**src/rtl/ab_sequence_driver.sv**
```systemverilog
// ab_sequence_driver: drives a, then b exactly DELAY cycles later (a ##DELAY b),
// with optional hold of a until b (A_HOLD) and sticky b until clear (B_HOLD).
// Every output is a register; nothing combinational reaches an output port.
module ab_sequence_driver #(
    parameter int DELAY  = 1,
    parameter int A_HOLD = 0,
    parameter int B_HOLD = 0,
    parameter int CNT_W  = 8
) (
    input  logic             clk,
    input  logic             rst,
    input  logic             start,
    input  logic             abort,
    input  logic             clear,
    output logic             a,
    output logic             b,
    output logic             busy,
    output logic             done,
    output logic [CNT_W-1:0] seq_cnt
);

    // The gap counter is 4 bits wide, so DELAY must stay within 1..15.
    generate
        if (DELAY < 1 || DELAY > 15) begin : g_bad_delay
            $error("ab_sequence_driver: DELAY must be in 1..15");
        end
    endgenerate

    typedef enum logic [2:0] {
        S_IDLE,
        S_A,
        S_WAIT,
        S_B,
        S_STICKY
    } state_t;

    // Loaded on entry to A; A and WAIT together last DELAY cycles before B.
    localparam logic [3:0] LOAD       = 4'(DELAY - 1);
    localparam logic       A_HOLD_BIT = (A_HOLD != 0);

    state_t     state;
    logic [3:0] gap_cnt;

    // Completed-sequence count, held at all-ones once it gets there.
    function automatic logic [CNT_W-1:0] sat_inc(input logic [CNT_W-1:0] v);
        return (&v) ? v : v + CNT_W'(1);
    endfunction

    // Sequence FSM with registered a/b/busy/done/seq_cnt.
    always_ff @(posedge clk) begin
        if (rst) begin
            state   <= S_IDLE;
            gap_cnt <= '0;
            a       <= 1'b0;
            b       <= 1'b0;
            busy    <= 1'b0;
            done    <= 1'b0;
            seq_cnt <= '0;
        end else begin
            done <= 1'b0;
            case (state)
                S_IDLE: begin
                    // abort beats start in IDLE; otherwise start launches a sequence.
                    if (start && !abort) begin
                        state   <= S_A;
                        gap_cnt <= LOAD;
                        a       <= 1'b1;
                        b       <= 1'b0;
                        busy    <= 1'b1;
                    end
                end

                S_A, S_WAIT: begin
                    if (abort) begin
                        state <= S_IDLE;
                        a     <= 1'b0;
                        b     <= 1'b0;
                        busy  <= 1'b0;
                    end else if (gap_cnt == 4'd0) begin
                        // b's first cycle: done pulses and the count advances here.
                        state   <= S_B;
                        a       <= A_HOLD_BIT;
                        b       <= 1'b1;
                        busy    <= 1'b1;
                        done    <= 1'b1;
                        seq_cnt <= sat_inc(seq_cnt);
                    end else begin
                        state   <= S_WAIT;
                        gap_cnt <= gap_cnt - 4'd1;
                        a       <= A_HOLD_BIT;
                        b       <= 1'b0;
                        busy    <= 1'b1;
                    end
                end

                S_B: begin
                    // Sticky mode parks with b high; otherwise return to IDLE so a
                    // start in the following cycle can launch the next sequence.
                    if (B_HOLD != 0) begin
                        state <= S_STICKY;
                        a     <= 1'b0;
                        b     <= 1'b1;
                        busy  <= 1'b1;
                    end else begin
                        state <= S_IDLE;
                        a     <= 1'b0;
                        b     <= 1'b0;
                        busy  <= 1'b0;
                    end
                end

                S_STICKY: begin
                    if (clear) begin
                        state <= S_IDLE;
                        a     <= 1'b0;
                        b     <= 1'b0;
                        busy  <= 1'b0;
                    end else begin
                        a    <= 1'b0;
                        b    <= 1'b1;
                        busy <= 1'b1;
                    end
                end

                default: begin
                    state <= S_IDLE;
                    a     <= 1'b0;
                    b     <= 1'b0;
                    busy  <= 1'b0;
                end
            endcase
        end
    end

endmodule

```
**config.mk**
```make
export PLATFORM = sky130hd
export DESIGN_NAME = ab_sequence_driver
export DESIGN_NICKNAME = d
export VERILOG_FILES = /design/src/rtl/ab_sequence_driver.sv
export SDC_FILE = /design/constraint.sdc
export NUM_CORES = 1
export LEC_CHECK = 0
export CAP_MARGIN = 20
export CORE_MARGIN = 2
export CORE_UTILIZATION = 54
export DETAILED_ROUTE_END_ITERATION = 10
export HOLD_SLACK_MARGIN = 0.1
export PLACE_DENSITY = 0.88
export SYNTH_ARGS = -nofsm -noshare
export SYNTH_HDL_FRONTEND = slang
export SYNTH_SLANG_ARGS = --single-unit
```
**constraint.sdc**
```tcl
create_clock -name clk -period 2.8 [get_ports clk]
set_input_delay 0.7 -clock clk [delete_from_list [all_inputs] [get_ports clk]]
set_output_delay 0.7 -clock clk [all_outputs]
set_load 0.02 [all_outputs]
```
==> impl_results.md <==
* Unrepaired setup endpoints after global routing: false
* Top FF cell, synth: dfxtp_1
* Startpoint types: input port
* Syn Nets at approximately 110
* Unique masters post-synth at 38
* Logic pwr share at between 10% and 20%
* Initial Util at a little under 60%
* Tightest Hold Check Type: reg -> reg
* Synth-to-Final Area Change at 20.8%
* Fin. max-slew vios at 0
* Vias per cell at 5.99
* Syn Inst Count at 103
* Psw at approximately 0.13 mW
* Clk sinks at 18
* Ant. Diodes at 0
* Crit share post-route at about three quarters
* WP data arrival at ~2.4 ns
* # setup viols final at 0
* Antenna Nets Post-Route at 0
* Root Driver: clkbuf_4
* Clock transition at the registers of the reported paths at 0.10 ns
* Routed WL at approximately 2000 um
* Max frequency at between 400 and 500 MHz
* Die area at between 2000 and 2500 sq um
* P per Cell Area at around 430 nW/um^2
* Die Wd at 45.4 um
* Seq/Total Area, Yosys at 39.0%
* Filler cells at 133
* Synth warn at 0
* GP Congestion at around 0.84
* Switching share of power at around 27%
* Crit-path max FO at 6
* Hpwl dp at 1460 um
* Htree depth at 1
* Core Area at 1560 sq um
* EDFF count, synth at 0
* Fin Setup TNS at 0 ns
* Vias at between 800 and 900
* Setup CP Type: in -> reg
* Buffer count from post-CTS setup fixing at 0
* First-pass GRT wire length at between 3000 and 4000 um
* Leak at 0.441 nW
* FF+latch area at between 300 and 400 sq um
* Max-cap violations at 0
* GRT overflow at 0
* Final hold violations at 0
* Critical Path Sink Type: register
* Iter 0 DRT Violations at 16
* IO buf count at 15
* Worst skew pair latency at about 0.3 ns
* Reg power frac at ~56%
* Clock Path Buffers at 2
* Placed insts at approximately 130
* WHS at between 0.5 and 0.6 ns
* Max VDD drop at 0.303 mV
* Slew @ Worst Pin at between 0.4 and 0.5 ns
* Die Height at about 45 um
* # rows at 14
* Clk_skew at approximately 0.0054 ns
* Share of cells above drive strength 1 at approximately a tenth
* Layout Nets at ~130
* Syn Std Cell Area at 925 sq um
* Largest net degree at the start of global routing at 19
* Ports at 17
* Post-synth ARST share at 0%
* Post-CTS Hold Buffers at 0
* Post-CTS sizing at 0
* Status: finished clean
* DRC viols at 0
* Cell-internal power at 0.348 mW
* Pre-antenna DRT Iters at 4
* GRT Overall Usage at 22.9%
* Syn Area/Cell at 8.98 sq um
* Footprint of the multi-input gates at about 540 sq um
* CTS tree: built
* Antenna violations before repair at 0
* Drt wl/cell at 14.5 um
* Non-filler instance count after layout at 136
* Rel. slew slack at ~73%
* Clock power share at between 20% and 30%
* Final worst path period need at 2.12 ns
* Seq cells post-synth at 18
* Vias in the first global route at slightly below 800
* Req. time, crit path at ~3.0 ns
* TritonCTS Buffers at 3
## power by group through the flow
| stage | sequential, mW | combinational, mW | clock (mW) |
|---|---|---|---|
| after detailed placement | 0.274 | 0.0792 | 0 |
| after global routing | 0.269 | 0.0887 | 0.139 |
| after floorplan | 0.280 | 0.0461 | 0 |
| after CTS | 0.268 | 0.0798 | 0.131 |
| after global placement | 0.274 | 0.0769 | 0 |
| final | 0.268 | 0.0799 | 0.128 |
## sequential cells by signal, indices dropped and copies added (netlist names)
signal   cells
a            1
b            1
busy         1
done         1
gap_cnt      4
seq_cnt      8
state        2
## metrics by stage
| stage | util (%) | power (mW) | cell area (sq um) | setup slack, ns |
|---|---|---|---|---|
| final | 71.7 | 0.477 | 1120 | 0.682 |
| after global routing | 71.7 | 0.497 | 1120 | 0.609 |
| after CTS | 71.7 | 0.478 | 1120 | 0.675 |
| after detailed placement | 70.2 | 0.353 | 1090 | 0.374 |
| after global placement | 70.2 | 0.351 | 1090 | 0.451 |
| after floorplan | - | 0.326 | 925 | 1.02 |
## layout make-up
type | instances | share of cell area (%)
Clock buffer | 3 | 2.02
Inverter | 5 | 1.68
Multi-Input combinational cell | 78 | 48.2
Sequential cell | 18 | 32.3
Tap cell | 16 | 1.79
Timing Repair Buffer | 16 | 14.1
## layout by cell type, fill, tap and decap left out, drive strengths merged, types with 2 or more instances in the layout
master,instances
dfxtp,18
clkdlybuf4s50,15
nor2,13
nand2,9
inv,5
a21oi,5
nor2b,4
nand3,4
ha,4
nor3,4
o21ai,3
clkbuf,3
and2,3
nor3b,3
and3,2
mux2i,2
o211ai,2
xor2,2
or3,2
nand4,2
nand2b,2
## cells by family (layout without fill, tap and decap cells)
logic type      count (synthesis)  count (layout)  synth area share, %
compound gates                 20              20                 17.3
xor+xnor                        2               2                 1.89
fa+ha+maj                       4               4                 5.41
buf+inv                         7              24                 2.84
flops                          18              18                 39.0
mux                             2               2                 2.17
simple gates                   50              50                 31.4
## path summary, 6_finish.rpt
| kind | start | to | slack (ns) | cells past startpoint |
|---|---|---|---|---|
| worst max register to register | state[0]$_SDFFE_PP0P_ | gap_cnt[2]$_SDFFE_PP0P_ | 0.86 | 6 |
| worst min-delay path | b$_SDFFE_PP0P_ | b$_SDFFE_PP0P_ | 0.51 | 2 |
| worst max-delay path | abort | gap_cnt[2]$_SDFFE_PP0P_ | 0.68 | 5 |
| worst min register to register | b$_SDFFE_PP0P_ | b$_SDFFE_PP0P_ | 0.51 | 2 |
## cells in the mapped netlist, drive strengths merged (2+ instances only)
cell type,instances,area (sq um)
nor3,4,25.0
and3,2,12.5
nand2b,2,15.0
or3,2,12.5
nand3,4,20.0
o211ai,2,15.0
ha,4,50.1
dfxtp,18,360
xor2,2,17.5
nor2b,4,25.0
clkbuf,2,7.51
mux2i,2,20.0
inv,5,18.8
nand4,2,18.8
a21oi,5,25.0
o21ai,3,15.0
and2,3,18.8
nand2,9,33.8
nor2,13,48.8
nor3b,3,38.8
## critical path, stage by stage
cell,delay (ns)
clkdlybuf4s50_1,0.52
nand2b_2,0.24
or4_4,0.56
nor3b_2,0.22
a211o_1,0.12
## per-layer routing
metal,track usage [%],wire length [um],part of all wire [%],up-vias
met5,0,0,0,-
met4,8.82,31,1.6,0
met3,3.57,74,3.7,5
met2,36.6,967,49,20
met1,30.8,901,46,381
li1,-,-,-,409
Power figures use the tool's default switching activity.
